<file path="src/rtl/uart_rx_word_fifo_if.sv">
// Bundle of the byte-receiver, consumer and status signals of uart_rx_word_fifo.
// master: the side feeding bytes and popping words; slave: the FIFO block itself.
interface uart_rx_word_fifo_if #(
    parameter int DEPTH_LOG2 = 4
);
    logic [7:0]          rdata;
    logic                rdata_ready;
    logic                ferr;
    logic                pop;
    logic                flush;
    logic                clr_err;
    logic [31:0]         dout;
    logic                dout_valid;
    logic [DEPTH_LOG2:0] count;
    logic [1:0]          byte_idx;
    logic                overflow;
    logic                frame_err;

    modport master (
        output rdata, rdata_ready, ferr, pop, flush, clr_err,
        input  dout, dout_valid, count, byte_idx, overflow, frame_err
    );

    modport slave (
        input  rdata, rdata_ready, ferr, pop, flush, clr_err,
        output dout, dout_valid, count, byte_idx, overflow, frame_err
    );
endinterface

</file>
<file path="src/rtl/uart_rx_word_fifo.sv">
// UART receive word packer + show-ahead word FIFO.
// Bytes are taken on the rising edge of rdata_ready, packed four to a 32-bit
// word and queued. Sticky overflow / framing-error flags.
// Optional: define RX_BIG_ENDIAN_EN to place the first byte in the MSB.
module uart_rx_word_fifo #(
    parameter int DEPTH_LOG2 = 4
) (
    input logic               clk,
    input logic               rstn,
    uart_rx_word_fifo_if.slave bus
);
    localparam int DEPTH = 1 << DEPTH_LOG2;
    localparam logic [DEPTH_LOG2:0] DEPTH_CNT = (DEPTH_LOG2+1)'(DEPTH);

    logic                  rdy_q;
    logic [31:0]           part;
    logic [1:0]            bidx;
    logic [DEPTH_LOG2-1:0] rptr;
    logic [DEPTH_LOG2-1:0] wptr;
    logic [DEPTH_LOG2:0]   cnt;
    logic                  ovf;
    logic                  ferr_q;
    logic [31:0]           mem [DEPTH];

    logic        take;
    logic [1:0]  lane;
    logic [31:0] word_in;
    logic        full;
    logic        pop_do;
    logic        word_done;
    logic        push_do;
    logic        ovf_set;

    assign take = bus.rdata_ready & ~rdy_q;

`ifdef RX_BIG_ENDIAN_EN
    // byte k lands in lane 3-k, i.e. the bitwise inverse of k
    assign lane = ~bidx;
`else
    assign lane = bidx;
`endif

    // Partial word with the incoming byte merged into its lane
    always_comb begin
        word_in = part;
        word_in[{lane, 3'b000} +: 8] = bus.rdata;
    end

    assign full      = (cnt == DEPTH_CNT);
    assign pop_do    = bus.pop & (cnt != '0);
    assign word_done = take & (bidx == 2'd3) & ~bus.flush;
    // A full FIFO still accepts a word when the head leaves in the same cycle
    assign push_do   = word_done & (~full | pop_do);
    assign ovf_set   = word_done & full & ~pop_do;

    // Edge detect and byte assembly; flush discards the partial word
    always_ff @(posedge clk or negedge rstn) begin
        if (!rstn) begin
            rdy_q <= 1'b0;
            part  <= '0;
            bidx  <= '0;
        end else begin
            rdy_q <= bus.rdata_ready;
            if (bus.flush) begin
                part <= '0;
                bidx <= '0;
            end else if (take) begin
                part <= (bidx == 2'd3) ? 32'd0 : word_in;
                bidx <= bidx + 2'd1;
            end
        end
    end

    // Read/write pointers and occupancy
    always_ff @(posedge clk or negedge rstn) begin
        if (!rstn) begin
            rptr <= '0;
            wptr <= '0;
            cnt  <= '0;
        end else if (bus.flush) begin
            rptr <= '0;
            wptr <= '0;
            cnt  <= '0;
        end else begin
            if (push_do) wptr <= wptr + 1'b1;
            if (pop_do)  rptr <= rptr + 1'b1;
            if (push_do && !pop_do)      cnt <= cnt + 1'b1;
            else if (pop_do && !push_do) cnt <= cnt - 1'b1;
        end
    end

    // Word storage; contents are only observed through valid entries
    always_ff @(posedge clk) begin
        if (push_do) mem[wptr] <= word_in;
    end

    // Sticky flags: a set condition beats a simultaneous clear
    always_ff @(posedge clk or negedge rstn) begin
        if (!rstn) begin
            ovf    <= 1'b0;
            ferr_q <= 1'b0;
        end else begin
            if (bus.clr_err) begin
                ovf    <= 1'b0;
                ferr_q <= 1'b0;
            end
            if (ovf_set)          ovf    <= 1'b1;
            if (take && bus.ferr) ferr_q <= 1'b1;
        end
    end

    assign bus.dout       = (cnt != '0) ? mem[rptr] : 32'd0;
    assign bus.dout_valid = (cnt != '0);
    assign bus.count      = cnt;
    assign bus.byte_idx   = bidx;
    assign bus.overflow   = ovf;
    assign bus.frame_err  = ferr_q;
endmodule

</file>
<file path="src/flat_wrapper.sv">
// flat-port wrapper written by rule: the top's interface ports become plain ports
module uart_rx_word_fifo_flat 
#(
    parameter int DEPTH_LOG2 = 4
)
  (clk, rstn, bus_rdata, bus_rdata_ready, bus_ferr, bus_pop, bus_flush, bus_clr_err, bus_dout, bus_dout_valid, bus_count, bus_byte_idx, bus_overflow, bus_frame_err);
  uart_rx_word_fifo_if #(.DEPTH_LOG2(DEPTH_LOG2)) bus_i ();
  input logic clk;
  input logic rstn;
  input wire logic [$bits(bus_i.rdata)-1:0] bus_rdata;
  input wire logic [$bits(bus_i.rdata_ready)-1:0] bus_rdata_ready;
  input wire logic [$bits(bus_i.ferr)-1:0] bus_ferr;
  input wire logic [$bits(bus_i.pop)-1:0] bus_pop;
  input wire logic [$bits(bus_i.flush)-1:0] bus_flush;
  input wire logic [$bits(bus_i.clr_err)-1:0] bus_clr_err;
  output wire logic [$bits(bus_i.dout)-1:0] bus_dout;
  output wire logic [$bits(bus_i.dout_valid)-1:0] bus_dout_valid;
  output wire logic [$bits(bus_i.count)-1:0] bus_count;
  output wire logic [$bits(bus_i.byte_idx)-1:0] bus_byte_idx;
  output wire logic [$bits(bus_i.overflow)-1:0] bus_overflow;
  output wire logic [$bits(bus_i.frame_err)-1:0] bus_frame_err;
  assign bus_i.rdata = bus_rdata;
  assign bus_i.rdata_ready = bus_rdata_ready;
  assign bus_i.ferr = bus_ferr;
  assign bus_i.pop = bus_pop;
  assign bus_i.flush = bus_flush;
  assign bus_i.clr_err = bus_clr_err;
  assign bus_dout = bus_i.dout;
  assign bus_dout_valid = bus_i.dout_valid;
  assign bus_count = bus_i.count;
  assign bus_byte_idx = bus_i.byte_idx;
  assign bus_overflow = bus_i.overflow;
  assign bus_frame_err = bus_i.frame_err;
  uart_rx_word_fifo #(.DEPTH_LOG2(DEPTH_LOG2)) u_core (.clk(clk), .rstn(rstn), .bus(bus_i));
endmodule
</file>
<file path="config.mk">
export PLATFORM = sky130hd
export DESIGN_NAME = uart_rx_word_fifo_flat
export DESIGN_NICKNAME = d
export VERILOG_FILES = /design/src/rtl/uart_rx_word_fifo_if.sv /design/src/rtl/uart_rx_word_fifo.sv /design/src/flat_wrapper.sv
export SDC_FILE = /design/constraint.sdc
export NUM_CORES = 1
export LEC_CHECK = 0
export ABC_AREA = 1
export CAP_MARGIN = 20
export CORE_MARGIN = 2
export CORE_UTILIZATION = 40
export CTS_BUF_LIST = sky130_fd_sc_hd__clkbuf_2 sky130_fd_sc_hd__clkbuf_4 sky130_fd_sc_hd__clkbuf_8
export CTS_CLUSTER_DIAMETER = 120
export DETAILED_ROUTE_END_ITERATION = 8
export PLACE_DENSITY = 0.6
export SLEW_MARGIN = 10
export SYNTH_ARGS = -nofsm -noshare
export SYNTH_HDL_FRONTEND = slang
export SYNTH_SLANG_ARGS = --single-unit
</file>
<file path="constraint.sdc">
create_clock -name clk -period 3 [get_ports clk]
set_input_delay 0.6 -clock clk [delete_from_list [all_inputs] [get_ports clk]]
set_output_delay 0.6 -clock clk [all_outputs]
set_load 0.01 [all_outputs]
</file>
-- After elaboration in Yosys (flattened, before gate mapping)
Memories as Yosys holds them, arrays and structs flattened.
Index checks and enable logic that the tools add are counted.
- memories kept: 1
- output and inout bits: 42
- bits in writable memories: 512
- register bits: 50
- input bits: 15
- memory list (memory ; words ; width ; read ports ; clocked after Yosys merged registers in ; wr ports ; RTL line ; source):
    u_core.mem ; 16 ; 32 ; 1 ; 0 ; 1 ; uart_rx_word_fifo.sv:23 ; logic [31:0] mem [DEPTH];
- shift-type cells: 2
- bitwise gates (word level): 12
- multiplexer cells: 19
- reductions and logical operators: 12
- eq/ne operators: 2
- $add $sub $neg: 6
- operators with widths (cell ; number):
    two-way mux 32 bit ; 4
    bitwise mux 32 bit ; 1
    variable shift 8 x 7 -> 32 bit, first input constant ; 1
    indexed part select 8 x 7 -> 32 bit ; 1
    two-way mux 4 bit ; 4
    two-way mux 5 bit ; 3
    nonzero test 2 bit ; 5
    adder 4 x 1 -> 4 bit, second input constant ; 2
    bitwise AND 1 bit ; 7
    negator 5 -> 7 bit ; 1
    adder 5 x 1 -> 5 bit, second input constant ; 1
    == test 5 bit, second input constant ; 1
    two-way mux 1 bit ; 5
    nonzero test 5 bit ; 1
    subtractor 5 x 1 -> 5 bit, second input constant ; 1
    two-way mux 2 bit ; 2
    inverter 1 bit ; 4
    logical AND 1 bit ; 3
    nonzero test 3 bit ; 1
    adder 2 x 1 -> 2 bit, second input constant ; 1
    == test 2 bit, second input constant ; 1
    logical NOT 1 bit ; 2
    bitwise OR 1 bit ; 1

-- Depth between registers and ports, before layout
Gate-level depths: netlist of the first run.
- word-level depth: 10
- depth in mapped cells: 13
- depth with buffers taken out: 12

-- Least setup slack after synthesis of the first run
No wires, ideal clock.
- path type: register -> register
- start: register u_core.bidx[0], in the netlist u_core.bus.byte_idx[0]
- end: memory u_core.mem[0][0], enable pin
- required time: 2579 ps
- stages on the path, launching flop included: 9
- path slack: -163 ps
- arrival time: 2742 ps
- path buffers: 1
- path through: dfrtp_1 > ha_1 > buf_4 > nand3_2 > nor2_1 > nand2_1 > clkinv_2 > nand2_1 > nor2_1
- cells in the longest elaborated chain, start to end: 6
- RTL lines (what ; RTL line ; source):
    start, declared ; uart_rx_word_fifo.sv:17 ; logic [1:0] bidx;
    start signal, assigned ; uart_rx_word_fifo.sv:69 ; bidx <= bidx + 2'd1;
    == test 2 bit ; uart_rx_word_fifo.sv:51 ; assign word_done = take & (bidx == 2'd3) & ~bus.flush;
    bitwise AND 1 bit (2 in series) ; uart_rx_word_fifo.sv:51 ;
    bitwise AND 1 bit ; uart_rx_word_fifo.sv:53 ; assign push_do = word_done & (~full | pop_do);
    two-way mux 1 bit ; uart_rx_word_fifo.sv:94 ; if (push_do) mem[wptr] <= word_in;
    two-way mux 1 bit (not written as such) ; uart_rx_word_fifo.sv:94 ;
    end, declared ; uart_rx_word_fifo.sv:23 ;
No other way between the ends.

-- Worst setup path after layout of the first run
- start: register u_core.rptr[0]
- end: output port bus_dout[29]
- cells in the longest elaborated chain, start to end: 2
- RTL lines (what ; RTL line ; source):
    start, declared ; uart_rx_word_fifo.sv:18 ; logic [DEPTH_LOG2-1:0] rptr;
    start signal, assigned ; uart_rx_word_fifo.sv:86 ; if (pop_do) rptr <= rptr + 1'b1;
    memory (16 x 32 bit) ; n/a ;
    two-way mux 32 bit ; uart_rx_word_fifo.sv:112 ; assign bus.dout = (cnt != '0) ? mem[rptr] : 32'd0;
    end, declared ; flat_wrapper.sv:16 ; output wire logic [$bits(bus_i.dout)-1:0] bus_dout;
No other way between the ends.

==> key figures, run 1 <==
Die
  – Die Span X: 245 um
  – Initial Utilization: 0.403
  – Die ar.: 59800 sq um
  – Area of the core: 57500 sq um
  – Die Height: 245 um
  – IO Pins: 57
  – Row cnt: 88

Final layout
  – Share of layout cells above drive strength 1: 0.245
  – Area growth, synth to finish: 27.7%
  – Most common cell after layout, fill and taps aside: nand2_1
  – Ant. Diodes: 0
  – Most frequent cells in the layout: nand2_1 (535), edfxtp_1 (512), nand3_1 (258)
  – # nets final: 2244
  – Layout Cells excl Fill: 3051

Yosys
  – Netlist Area Pre-Place: 23100 sq um
  – Post-synthesis cell count: 1995
  – Post-Syn Nets: 2025
  – Synth Area per Inst: 11.6 sq um
  – Sequential fraction of the synthesis area: 0.718
  – Yosys Warn Count: 0
  – Synth cell types: 30
  – Synth Register Bits: 562

Global routing
  – Largest net degree at the start of global routing: 63
  – Number of global-route vias before repair: 16000
  – GRT Total Usage: 0.219
  – First-pass GRT wire length: 98300 um
  – Initial antenna violation count: 2
  – GRT Residual Overflow: 0

STA
  – Worst Tran Pin Value: 1110 ps
  – Setup violations, final: 29
  – Max Fclk: 321 MHz
  – Relative slew margins: 0.255
  – Hold slack final: 408 ps
  – Setup WS post-layout: -120 ps
  – RSZ-0062 raised after global routing: yes
  – Final Hold Fails: 0
  – Fin crit share: 1.04
  – Skew final: 41.1 ps
  – Slew Viols, Final: 0
  – Post-route setup TNS: -1860 ps
  – Tmin final: 3120 ps

Route
  – Routed Antenna Nets: 0
  – Drt wl/cell: 21.9 um
  – 1st-iter DRT viols: 1713
  – Via count: 16600
  – Drt first pass iters: 7
  – Vias per Instance: 5.45
  – Final wirelength: 66700 um
  – Post-route DRC: 0

Place
  – Port buffer count: 56
  – Gpl congestion: 0.806
  – Dpl cells: 2819
  – Post-DP HPWL: 34500 um

Clock network
  – Clock Pin Slew Worst Setup and Hold Paths: 60 ps
  – Clock Latency Late Sink: 690 ps
  – Clock Path Buffers: 3
  – Num CTS Buffers: 91
  – CTS H-tree depth: 3
  – CTS tree: built
  – Clock sinks: 562
  – CTS Root Cell: clkbuf_8

Critical path
  – CP Max Fanout: 8
  – Critical Path AT: 2520 ps
  – Crit end category: primary output
  – Crit path kind: register to primary output
  – Startpoint Class: register
  – Required time worst endpoint: 2400 ps

Outcome
  – Status: finished, violations left
  – Failing checks: negative setup slack

Power
  – Combinational Power Share: 0.312
  – Cell Pwr Density: 756 nW/um^2
  – Sequential Power Share: 0.386
  – NetSw: 7.01 mW
  – Total power: 22.3 mW
  – Switch share: 0.314
  – Clk pwr share: 0.302
  – Maximum VDD drop: 0.474 mV
  – Pint: 15.3 mW
  – LEAKAGE: 11.1 nW

Min path
  – HP Class: input pin to async pin

Run
  – Max Cap Violations: 0
[final timing paths]
| path | depth (start not counted) | slack [ps] | end | start |
|---|---|---|---|---|
| min in group clk | 1 | 470 | u_core.rdy_q | bus_rdata_ready |
| min | 2 | 410 | u_core.bus.count[2] | rstn |
| min reg2reg | 2 | 490 | u_core.part[28] | u_core.part[28] |
| max reg2reg | 8 | 460 | u_core.mem[15][9] | u_core.bus.byte_idx[0] |
| max | 12 | -120 | bus_dout[29] | u_core.rptr[0] |
| max in group asynchronous | 3 | 1930 | u_core.part[29] | rstn |
[flip-flops by register name (all words and copies together), names as in the netlist]
name                  count
u_core.bus.overflow       1
u_core.part              32
u_core.wptr               4
u_core.bus.count          5
u_core.rptr               4
u_core.bus.byte_idx       2
u_core.rdy_q              1
u_core.mem              512
u_core.bus.frame_err      1
[critical path, cell delays in order, from the launching register on]
cell	delay, ps
dfrtp_4	510
buf_12	170
clkinv_16	70
buf_16	130
buf_12	130
buf_8	120
nand2_1	50
nand3_1	80
nand3_1	90
nand2_1	90
nand2_1	60
a21oi_1	150
buf_2	150
[cell families after synthesis]
group / after synthesis / share of synthesized area
AND/OR/NAND/NOR: 994 / 0.178
flip-flops: 562 / 0.718
AO/OA/AOI/OAI: 236 / 0.0566
buffers and inverters: 186 / 0.0378
adder cells (fa/ha/maj): 15 / 0.00843
XOR/XNOR: 2 / 0.000757
[area by class of cell]
cell class,instances,area (sq um)
Fill cell,4932,27900
Clock buffer,135,1660
Multi-Input combinational cell,1247,6480
Clock inverter,30,198
Timing Repair inverter,2,32.5
Inverter,67,285
Sequential cell,562,16600
Tap cell,765,957
Timing Repair Buffer,243,3310
[what timing repair did]
item | 4_1_cts | 5_1_grt
cloned | 22 | 11
setup endpoints to repair | 32 | 32
hold endpoints to repair | 19 | 0
buffers inserted | 32 | 12
gates resized for setup | 280 | 139
hold buffers | 1 | 0
pin swaps | 60 | 72
[power groups by stage]
stage                     combinational (mW)  sequential (mW)  clock, mW
after CTS                               6.40             8.61       6.80
after floorplan                         2.88             8.76          0
after detailed placement                4.90             8.78          0
final                                   6.97             8.61       6.75
after global routing                    7.46             8.62       7.16
after global placement                  4.87             8.78          0
[metal layers]
| layer | global-route usage | vias to the layer above | routed length, um |
|---|---|---|---|
| met5 | 0 | - | 0 |
| met3 | 0.0395 | 121 | 5170 |
| met2 | 0.348 | 777 | 31600 |
| met4 | 0.0698 | 0 | 1340 |
| li1 | - | 7481 | - |
| met1 | 0.305 | 8261 | 28600 |
[Yosys cell counts, drive strengths merged]
cell type  number  area (sq um)
fa              1          20.0
ha             14           175
clkinv          1          5.00
inv            66           250
dfrtp          50          1250
nor2          104           390
edfxtp        512         15400
xor2            1          8.76
o21a            2          15.0
xnor2           1          8.76
o21ai          72           360
a31oi           1          6.26
nand3         299          1510
nand2         589          2210
o21bai          1          7.51
nand4           2          12.5
o31ai          32           240
o22ai          23           144
buf            84           488
a22oi           5          37.5
a21oi         100           500
clkbuf         35           131
[per-stage QoR]
step           cell area [sq um]  setup slack [ps]   util
6_report                   29600              -120  0.514
5_1_grt                    29600              -236  0.514
4_1_cts                    28900              -183  0.503
3_5_place_dp               25700              98.3  0.447
3_3_place_gp               25700               106  0.447
2_1_floorplan              23100              -163      -
(Power assumes the default switching activity.)
==> inputs of run 2 (changes only) <==
==> constraint.sdc (replaced) <==
create_clock -name clk -period 3 [get_ports clk]
set_input_delay 0.45 -clock clk [delete_from_list [all_inputs] [get_ports clk]]
set_output_delay 0.45 -clock clk [all_outputs]
set_load 0.01 [all_outputs]
==> run 2 against run 1 <==
Net effect: the flow now finishes without violations; final cell count fell by 1.5%; maximum frequency is 5.0% higher; non-clock buffer count fell by 35; largest power group unchanged; critical path depth down 2; sequential power about the same; utilization fell by 2.0 points.
==> key figures, run 2 (synthesis gave the netlist of run 1 again) <==
Die
  – Die ar.: 59800 sq um (unchanged)
  – Die Height: 245 um (unchanged)
  – Die Span X: 245 um (unchanged)
  – IO Pins: 57 (unchanged)
  – Row cnt: 88 (unchanged)
  – Initial Utilization: 0.403 (unchanged)
  – Area of the core: 57500 sq um (unchanged)

Critical path
  – Startpoint Class: register
  – Required time worst endpoint: 2550 ps (+150 ps)
  – Start of the worst register-to-register path: u_core.bus.byte_idx[1]
  – Crit end category: primary output
  – CP Max Fanout: 6 (-2)
  – Reg-to-reg setup timing slack: 410 ps (-50 ps)
  – Reg-to-Reg End: u_core.mem[12][2]
  – Critical Path AT: 2520 ps (about the same)
  – Critical Path Sink: bus_dout[0]
  – Crit path launch: u_core.rptr[0]
  – Crit path kind: register to primary output
  – Worst Reg2Reg Path Length in Cells: 8 (unchanged)

Final layout
  – Most common cell after layout, fill and taps aside: nand2_1
  – Ant. Diodes: 0 (unchanged)
  – Reg with most FFs: u_core.mem
  – # nets final: 2204 (-1.8%)
  – Area growth, synth to finish: 22.7%
  – Share of layout cells above drive strength 1: 0.188 (-0.0571)
  – Area of the multi-input gates: 6090 sq um (-6.0%)
  – Core Util, Final: 0.494 (-0.0200)
  – Most frequent cells in the layout: nand2_1 (577), edfxtp_1 (512), nand3_1 (290)
  – Max FFs per register: 512 (unchanged)
  – FF+latch area: 16600 sq um (unchanged)
  – Fill cells: 5057 (+2.5%)

Clock network
  – Clock Path Buffers: 3 (unchanged)
  – Clock Pin Slew Worst Setup and Hold Paths: 60 ps (about the same)
  – Clock sinks: 562 (unchanged)
  – Num CTS Buffers: 87 (-4.4%)
  – CTS Root Cell: clkbuf_8
  – CTS tree: built
  – Clock Latency Late Sink: 670 ps (-20 ps)
  – CTS H-tree depth: 3 (unchanged)

Place
  – Gpl congestion: 0.819 (+1.6%)
  – Port buffer count: 56 (unchanged)
  – Post-DP HPWL: 33100 um (-4.0%)

STA
  – Hold slack final: 352 ps (-56.5 ps)
  – Max Fclk: 337 MHz (+5.0%)
  – RSZ-0062 raised after global routing: yes
  – Fin crit share: 0.990 (-0.0496)
  – Post-route setup TNS: 0 ps (+1860 ps)
  – Tmin final: 2970 ps (-149 ps)
  – Slew Viols, Final: 0 (unchanged)
  – Relative slew margins: 0.541 (+0.286)
  – Skew final: 25.4 ps (-15.7 ps)
  – Setup violations, final: 0 (-100%)
  – Worst Tran Pin Value: 688 ps (-422 ps)
  – Final Hold Fails: 0 (unchanged)

Global routing
  – GRT Residual Overflow: 0 (unchanged)
  – Initial antenna violation count: 0 (-2)
  – First-pass GRT wire length: 98100 um (-0.13%)
  – GRT Total Usage: 0.218 (about the same)
  – Largest net degree at the start of global routing: 73 (+16%)
  – Number of global-route vias before repair: 16000 (+0.13%)

Power
  – Maximum VDD drop: 0.617 mV (+30%)
  – Total power: 21.1 mW (-5.6%)
  – LEAKAGE: 10.6 nW (-4.3%)
  – Cell Pwr Density: 742 nW/um^2 (-1.8%)

Route
  – Routed met1 length: 28000 um (-2.0%)
  – Via count: 16300 (-2.1%)
  – Final wirelength: 66600 um (-0.18%)
  – Vias per Instance: 5.42 (-0.61%)
  – Met2 wire len: 31800 um (+0.63%)
  – Met3 wire len: 5070 um (-2.0%)
  – Routed Antenna Nets: 0 (unchanged)
  – DR top layer: met4
  – Post-route DRC: 0 (unchanged)
  – 1st-iter DRT viols: 1777 (+3.7%)
  – Drt first pass iters: 5 (-2)
  – Drt wl/cell: 22.1 um (+1.3%)

Min path
  – HP Class: input pin to register

Run
  – Max Cap Violations: 0 (unchanged)

Outcome
  – Status: finished, final reports clean
[run 2: cell types whose count changed in the layout (fill, tap and decap cells not counted), sizes merged]
cell	before	now
clkinv	31	36
bufinv	2	0
buf	208	171
clkbuf	144	134
clkdlybuf4s15	1	0
[run 2: worst min path at each step]
stage,slack [ps],cells past startpoint,startpoint,to
2_1_floorplan,150,0,rstn,u_core.bus.byte_idx[0]
3_3_place_gp,470,2,u_core.part[27],u_core.part[27]
3_5_place_dp,490,2,u_core.part[27],u_core.part[27]
4_1_cts,310,1,bus_rdata_ready,u_core.rdy_q
5_1_grt,360,1,bus_rdata_ready,u_core.rdy_q
6_report,350,1,bus_rdata_ready,u_core.rdy_q
[run 2: area by class of cell]
type,instances,share of cell area
inverters,67,0.00943
well taps,765,0.0337
repair buffers,208,0.0983
flip-flops and latches,562,0.586
clock inverters,34,0.00524
multi-input cells,1247,0.214
repair inverters,1,0.000396
clock buffers,122,0.0529
[run 2: worst max-delay path, stage by stage, from the launching register on]
cell	delay (ps)
dfrtp_4	570
inv_8	50
buf_12	140
buf_16	140
buf_12	140
clkbuf_16	150
nor2_4	80
nor2_2	50
o31ai_2	270
a21oi_2	100
buf_2	150
[run 2: routing by layer]
layer  GRT usage  vias up
li1            -     7402
met1       0.301     8039
met2       0.353      721
met3      0.0339      133
met4      0.0757        0
met5           0        -
[run 2: power breakdown]
part / internal [mW] / switching [mW] / total, mW
sequential: 8.55 / 0.0898 / 8.64
clock: 3.22 / 2.91 / 6.13
combinational: 2.65 / 3.66 / 6.30
[run 2: timing repair]
| action | in CTS | in global routing |
|---|---|---|
| gates resized for setup | 179 | 114 |
| endpoints found under the setup margin | 32 | 31 |
| hold endpoints to repair | 23 | 0 |
| setup buffers | 15 | 13 |
| gates cloned | 20 | 11 |
| hold buffers | 1 | 0 |
| pin swaps | 19 | 54 |
[run 2: metrics by stage]
step	setup WS, ps	instances	cell area, sq um
floorplan	-163	1995	23100
global placement	289	2795	25400
detailed placement	274	2795	25400
CTS	-126	2986	27900
global route	-63.7	3006	28400
finish	29.1	3006	28400
